## config.mk

```make
export PLATFORM = sky130hd
export DESIGN_NAME = decrypt_stream
export DESIGN_NICKNAME = d
export VERILOG_FILES = /design/src/rtl/rgb_crypt_pkg.sv /design/src/rtl/rgb_xor_reg.sv /design/src/rtl/decrypt_stream.sv
export SDC_FILE = /design/constraint.sdc
export NUM_CORES = 1
export LEC_CHECK = 0
export BUFFER_PORTS_ARGS = -buffer_cell sky130_fd_sc_hd__clkbuf_2
export CAP_MARGIN = 25
export CORE_UTILIZATION = 40
export DETAILED_ROUTE_END_ITERATION = 12
export PLACE_DENSITY = 0.77
export SLEW_MARGIN = 20
export SYNTH_ARGS = -nofsm -noshare
export SYNTH_HDL_FRONTEND = slang
export SYNTH_SLANG_ARGS = --single-unit
```

## constraint.sdc

```tcl
create_clock -name clk -period 2.2 [get_ports clk]
set_clock_uncertainty 0.05 [all_clocks]
set_input_delay 0.33 -clock clk [delete_from_list [all_inputs] [get_ports clk]]
set_output_delay 0.33 -clock clk [all_outputs]
set_load 0.02 [all_outputs]
```

## src/rtl/rgb_crypt_pkg.sv

```systemverilog
// Shared definitions for the RGB stream-cipher blocks (encrypt and decrypt).
//   PIX_W          : bits per colour channel
//   NUM_CH         : channels per pixel (R, G, B)
//   NUM_PIXELS_DEF : default frame size (128x128)
//   dec_state_t    : frame FSM states, reusable by an encrypt-stream FSM
//   rgb_t          : packed pixel, [2]=R, [1]=G, [0]=B
package rgb_crypt_pkg;
  localparam int PIX_W          = 8;
  localparam int NUM_CH         = 3;
  localparam int NUM_PIXELS_DEF = 16384;

  typedef enum logic [1:0] {IDLE, RUN, DRAIN, DONE} dec_state_t;

  typedef logic [NUM_CH-1:0][PIX_W-1:0] rgb_t;
endpackage

```

## src/rtl/rgb_xor_reg.sv

```systemverilog
// Three-channel XOR and output register with valid/ready hold.
//   clk_i, rst_i : clock, synchronous active-high reset
//   load_i       : capture cipher^key and addr_i, raise valid
//   cipher_i     : cipher pixel
//   key_i        : keystream bytes for this pixel
//   addr_i       : pixel index to tag the result with
//   ready_i      : downstream accepts the held pixel
//   valid_o      : plaintext valid
//   plain_o      : plaintext pixel
//   addr_o       : index of plain_o
module rgb_xor_reg
  import rgb_crypt_pkg::*;
#(
  parameter int ADDR_W = 14
) (
  input  logic              clk_i,
  input  logic              rst_i,
  input  logic              load_i,
  input  rgb_t              cipher_i,
  input  rgb_t              key_i,
  input  logic [ADDR_W-1:0] addr_i,
  input  logic              ready_i,
  output logic              valid_o,
  output rgb_t              plain_o,
  output logic [ADDR_W-1:0] addr_o
);

  rgb_t              plain_q, plain_d;
  logic [ADDR_W-1:0] addr_q, addr_d;
  logic              valid_q, valid_d;

  // One XOR lane per channel; bytes are independent, no carries.
  for (genvar c = 0; c < NUM_CH; c++) begin : g_ch
    assign plain_d[c] = load_i ? (cipher_i[c] ^ key_i[c]) : plain_q[c];
  end

  assign addr_d = load_i ? addr_i : addr_q;

  // A load wins over an accept, so back-to-back pixels keep valid high.
  always_comb begin
    valid_d = valid_q;
    if (load_i)                  valid_d = 1'b1;
    else if (valid_q && ready_i) valid_d = 1'b0;
  end

  always_ff @(posedge clk_i) begin
    if (rst_i) begin
      plain_q <= '0;
      addr_q  <= '0;
      valid_q <= 1'b0;
    end else begin
      plain_q <= plain_d;
      addr_q  <= addr_d;
      valid_q <= valid_d;
    end
  end

  assign valid_o = valid_q;
  assign plain_o = plain_q;
  assign addr_o  = addr_q;

endmodule

```

## src/rtl/decrypt_stream.sv

```systemverilog
// Receiver-side XOR decryption of an RGB pixel stream.
//   clk, rst                   : clock, synchronous active-high reset
//   start                      : pulse; begins a frame from IDLE or DONE
//   Key_ready, R/G/B_random    : keystream bytes, valid while Key_ready
//   key_advance                : keystream bytes consumed this cycle
//   in_valid/in_ready, R/G/B_cipher : cipher pixel input handshake
//   out_valid/out_ready, R/G/B_plain, pix_addr : plaintext output handshake
//   busy                       : frame in progress (RUN or DRAIN)
//   done                       : frame complete, held until start or rst
// ADDR_W must satisfy 2**ADDR_W >= NUM_PIXELS.
module decrypt_stream
  import rgb_crypt_pkg::*;
#(
  parameter int NUM_PIXELS = NUM_PIXELS_DEF,
  parameter int ADDR_W     = 14
) (
  input  logic              clk,
  input  logic              rst,
  input  logic              start,
  input  logic              Key_ready,
  input  logic [PIX_W-1:0]  R_random,
  input  logic [PIX_W-1:0]  G_random,
  input  logic [PIX_W-1:0]  B_random,
  output logic              key_advance,
  input  logic              in_valid,
  output logic              in_ready,
  input  logic [PIX_W-1:0]  R_cipher,
  input  logic [PIX_W-1:0]  G_cipher,
  input  logic [PIX_W-1:0]  B_cipher,
  output logic              out_valid,
  input  logic              out_ready,
  output logic [PIX_W-1:0]  R_plain,
  output logic [PIX_W-1:0]  G_plain,
  output logic [PIX_W-1:0]  B_plain,
  output logic [ADDR_W-1:0] pix_addr,
  output logic              busy,
  output logic              done
);

  dec_state_t        state_q, state_d;
  logic [ADDR_W-1:0] cnt_q, cnt_d;
  logic              done_q, done_d;
  logic              xfer, last_pix;
  rgb_t              cipher, key, plain;

  assign cipher = {R_cipher, G_cipher, B_cipher};
  assign key    = {R_random, G_random, B_random};

  assign last_pix = (cnt_q == ADDR_W'(NUM_PIXELS - 1));

  // Accept only when the keystream is valid and the output slot is free
  // (or being freed this cycle).
  assign in_ready    = (state_q == RUN) && Key_ready && (!out_valid || out_ready);
  assign xfer        = in_valid && in_ready;
  assign key_advance = xfer;

  always_comb begin
    state_d = state_q;
    cnt_d   = cnt_q;
    done_d  = done_q;
    unique case (state_q)
      IDLE, DONE: begin
        if (start) begin
          state_d = RUN;
          cnt_d   = '0;
          done_d  = 1'b0;
        end
      end
      RUN: begin
        if (xfer) begin
          // Hold the counter on the last pixel so it never wraps in a frame.
          if (last_pix) state_d = DRAIN;
          else          cnt_d   = cnt_q + ADDR_W'(1);
        end
      end
      DRAIN: begin
        if (!out_valid || out_ready) begin
          state_d = DONE;
          done_d  = 1'b1;
        end
      end
      default: state_d = IDLE;
    endcase
  end

  always_ff @(posedge clk) begin
    if (rst) begin
      state_q <= IDLE;
      cnt_q   <= '0;
      done_q  <= 1'b0;
    end else begin
      state_q <= state_d;
      cnt_q   <= cnt_d;
      done_q  <= done_d;
    end
  end

  rgb_xor_reg #(.ADDR_W(ADDR_W)) u_xor (
    .clk_i    (clk),
    .rst_i    (rst),
    .load_i   (xfer),
    .cipher_i (cipher),
    .key_i    (key),
    .addr_i   (cnt_q),
    .ready_i  (out_ready),
    .valid_o  (out_valid),
    .plain_o  (plain),
    .addr_o   (pix_addr)
  );

  assign R_plain = plain[2];
  assign G_plain = plain[1];
  assign B_plain = plain[0];

  assign busy = (state_q == RUN) || (state_q == DRAIN);
  assign done = done_q;

endmodule

```

* Word level (Yosys, flattened, before mapping) *
Cells that the tools add are included.

word-level totals
  input bits = 54
  bits in writable memories = 0
  bits in read-only memories = 0
  memories kept = 0
  word-level logic and storage cells = 50
  latch bits = 0
  output and inout port bits = 43
  bits in registers = 56

operators by class
  multipliers = 0
  $lt $le $gt $ge = 0
  reduce and logical (&&, ||, !) cells = 15
  shift-type cells = 0
  add/sub/neg operators = 1
  bitwise operators = 3
  divide/modulo/power cells = 0
  equal/unequal tests = 9
  muxes and demuxes = 14

operators by type and width
  operator                 count
  $mux W14                 3
  $pmux W14 S2             1
  $xor A8 B8 Y8            3
  $add A14 B1 Y14 const B  1
  $eq A14 B14 Y1 const B   1
  $mux W2                  4
  $ne A2 B2 Y1 const B     4
  $reduce_and A4 Y1        2
  $pmux W2 S3              1
  $reduce_bool A2 Y1       3
  $eq A2 B2 Y1 const B     2
  $logic_and A1 B1 Y1      4
  $mux W1                  4
  $reduce_and A3 Y1        1
  $eq A2 B1 Y1 const B     1
  $logic_not A2 Y1         1
  $logic_or A1 B1 Y1       2
  $ne A2 B1 Y1 const B     1
  $pmux W1 S2              1
  $reduce_or A2 Y1         1
  $logic_not A1 Y1         1

* Longest topological paths before layout *
  word-level depth = 6
  gate-level depth with buffers = 9
  mapped depth without buffers = 7

* Modules after synthesis *
A second synthesis with hierarchy kept.

unflattened totals
  cell total of the unflattened synthesis = 286
  area total of the unflattened synthesis = 2,845.2 µm²

by module, submodules not included
  module          cells an instance  times used  seq. area each (µm²)  area each (µm²)
  rgb_xor_reg     153                1           780.7                 1,657.8
  decrypt_stream  133                1           340.3                 1,187.4

* Worst setup path before layout *
OpenSTA, ideal clock, no wires.

  path kind = register to register
  start point = register state_q[0]
  end point = register cnt_q[9]
  arrival time = 1.930 ns
  clock period less this slack = 2.050 ns
  data required time = 2.080 ns
  library setup time = 0.070 ns
  setup slack = 0.150 ns
  stages on the path, launching flop included = 8
  buffers on the path = 0
  cells stage by stage = dfxtp_1 -> inv_1 -> ha_1 -> inv_1 -> a21o_1 -> or3_1 -> or4_1 -> a21oi_1

between the ends
  longest elaborated chain between the ends = 6
  elaborated cells on any way between the ends = 13
  those cells by class = 5 x eq/ne; 1 x mux; 7 x reduce/logical

RTL lines
  element                            line                                        text
  start: declaration                 decrypt_stream.sv:40                        dec_state_t state_q, state_d;
  start signal: assignment           decrypt_stream.sv:92                        state_q <= state_d;
  $eq A2 B1 Y1                       decrypt_stream.sv:53, decrypt_stream.sv:61
  $logic_and A1 B1 Y1 (2 in series)  decrypt_stream.sv:53                        assign in_ready = (state_q == RUN) && Key_ready && (!out_valid || out_ready);
  $logic_and A1 B1 Y1                decrypt_stream.sv:54                        assign xfer = in_valid && in_ready;
  $ne A2 B1 Y1 (no line)             -
  $reduce_and A4 Y1 (no line)        -
  end signal: assignment             decrypt_stream.sv:93                        cnt_q <= cnt_d;
  end: declaration                   decrypt_stream.sv:41                        logic [ADDR_W-1:0] cnt_q, cnt_d;

Several ways; a longest one is shown, not always the timed one.
A chain may end at the register's enable or synchronous reset.

* Worst setup path after layout *
  start point = register state_q[1]
  end point = register cnt_q[9]

Same word-level chain as after synthesis.

==> impl_metrics.ini <==
[cells_and_area]
multi_input_comb_area_um2 = 1300
drive_gt1_share_pct = 32.3
num-nets-final = 440
fill_cells = 565
n_antenna_cell = 0
syn2layout_area_growth_pct = 26.1
ff_latch_area_um2 = 1120
layout_commonest_cell = clkbuf_2
layout.cell_area.non_filler_um2 = 3180
finish.utilization_pct = 53.1
most-common-layout-cells = clkbuf_2, dfxtp_1, nand2_1

[synthesis]
synth_top_family_by_area = simple AND/OR/NAND/NOR gates
ys_ff_latch = 56
synth_compound_area_share_pct = 20.1
synth-simple-area-share_pct = 20.4
synthArstFlopShare_pct = 0
syn_area_per_cell_um2 = 8.73
syn_nets = 346
synthXorXnorAreaFrac_pct = 8.33
syn_inst = 289
synthAdderAreaFrac_pct = 1.49
mappedNetlistArea_um2 = 2520
synth_edf_count = 0
ys_seq_area_share_pct = 44.4
ys_types = 41
synth_mux_area_share_pct = 0.397
ys.flop_type = dfxtp_1
ys_warn_count = 0

[global_route]
use_met2_pct = 29.1
grt_pass1_wl_mm = 8.91
grt_use_met1_pct = 20.8
grt.total_usage_pct = 17.1
antenna_found_initial = 0
grt_max_degree = 41
grt_overflow = 0
top_usage_layer = met2
use_met3_pct = 4.11
grt_pass1_vias = 2029

[die]
die_w_um = 81.4
start_util_pct = 42.1
fp.dieH_um = 81.4
die-area_um2 = 6630
io_pins = 97
core-area_um2 = 5990
placementRows = 28

[worst_setup_path]
critPathTopFamily = simple AND/OR/NAND/NOR gates
cp-end-kind = flop
cp.arrival_ns = 2.27
crit_type = reg2reg
r2r-end = cnt_q[9]
regToRegSetupSlack_ns = 0.11
cp_slowest_cell = or4_1
r2r_start = state_q[1]
start_kind = flop
path_cells = inv_1, ha_2, inv_4, a21o_1, or3_1, or4_1, a21oi_1
crit_path_max_incr_delay_ns = 0.47
crit_fanout = 9
cp-startpoint = state_q[1]
cp.required_ns = 2.38
reg2regPathDepth = 7
cp.buffers_inverters = 2

[placement]
placed_area_um2 = 3060
dp_slack_ns = 0.0610
dp_hpwl_mm = 4.15
port_buffers = 96
place_congestion = 0.896

[pwr]
intPower_uw = 1760
irDropWorstVdd_mv = 0.420
seqPwrFrac_pct = 42.2
swShare_pct = 36.0
power_density_nw_per_um2 = 864
p_leak_uw = 0.00124
pwr-share-clk_pct = 20.7
p_comb_share_pct = 37.1
p_total_uw = 2750
p_sw_uw = 989

[route]
post_drt_wl_per_cell_um = 12.2
postRouteAntennaNets = 0
drt_pre_antenna_iters = 4
vias = 2366
avgViaCountPerCell = 5.15
drcViolationCount = 0
drt_iter0_markers = 153
routed_wirelength_mm = 5.60

[hold_path]
hp-class = in2reg
hold_end = u_xor.plain_o[1]
holdCritStartpoint = B_cipher[1]
min_path_cells = 3

[clock_network]
insertion_delay_ns = 0.30
clockBufferDepth = 2
cts_sinks = 56
path_clk_slew_ns = 0.10
htree_levels = 2
cts_tree = yes
cts_buffers = 5
cts-root-buf = clkbuf_8
cts.hold.buffers_added = 0

[run]
maxCapViolCount = 0

[sta]
fmax_mhz = 479
finalSetupViolations = 0
rsz0062_at_grt = no
finalHoldViolations = 0
worstMarginPinSlew_ns = 0.608
fin_crit_sh_pct = 94.9
setup_tns_ns = 0
slew_violations = 0
fin_ws_ns = 0.112
period_minus_slack_ns = 2.09
slew_headroom_pct = 59.2

[status]
outcome = complete, no violations
## power by group through the flow
| stage | sequential, uW | clock [uW] | combinational, uW |
|---|---|---|---|
| after detailed placement | 1180 | 0 | 988 |
| final | 1160 | 568 | 1020 |
| after global routing | 1170 | 639 | 1120 |
| after global placement | 1170 | 0 | 960 |
| after floorplan | 1250 | 0 | 625 |
| after CTS | 1150 | 593 | 993 |
## cell usage after synthesis (5+ instances only)
library cell	number	area (um^2)
dfxtp_1	56	1120
nand2_1	39	146
nor2_1	36	135
a21oi_1	28	140
a211oi_1	26	195
xnor2_1	24	210
buf_2	6	30.0
clkbuf_1	6	22.5
o21ai_1	5	25.0
## worst max path at each step
stage / endpoint / slack (ns) / depth (start not counted)
finish: cnt_q[9] / 0.11 / 7
global route: cnt_q[9] / 0.02 / 7
floorplan: cnt_q[9] / 0.15 / 7
CTS: cnt_q[9] / 0.03 / 7
global placement: cnt_q[9] / 0.12 / 7
detailed placement: cnt_q[9] / 0.06 / 7
## what timing repair did
| item | in CTS | in global routing |
|---|---|---|
| setup endpoints to repair | 0 | 2 |
| resized for setup | 0 | 5 |
| buffers inserted | 0 | 0 |
## flip-flops by register name, indices dropped and copies added (netlist names)
signal	cells
u_xor.plain_o	24
state_q	2
u_xor.valid_o	1
done	1
cnt_q	14
u_xor.addr_o	14
## logic make-up after synthesis
kind of cell             after synthesis
AND/OR/NAND/NOR                      106
AO/OA/AOI/OAI                         77
flip-flops                            56
XOR/XNOR                              24
buffers and inverters                 22
adder cells (fa/ha/maj)                3
multiplexers                           1
## tightest hold or removal path, stage by stage
cell      delay (ns)
clkbuf_2        0.08
xnor2_1         0.10
a211oi_1        0.06
## cell type report
class / count / area share, %
clock buffers: 7 / 2.71
clock inverters: 1 / 0.236
inverters: 6 / 0.786
multi-input cells: 211 / 40.9
flip-flops and latches: 56 / 35.3
well taps: 75 / 2.95
repair buffers: 103 / 17.1
## metal layers
layer  wire, um  vias to the layer above
met5          0                        -
met3        403                        8
met2       2670                       89
li1           -                     1210
met4         87                        0
met1       2430                     1059
## through the flow
stage | hold slack [ns] | std cells
finish | 0.264 | 459
detailed placement | 0.399 | 451
floorplan | 0.399 | 289
global route | 0.258 | 459
global placement | 0.394 | 451
CTS | 0.256 | 459
Note: power is estimated with default switching activity, not from simulation.
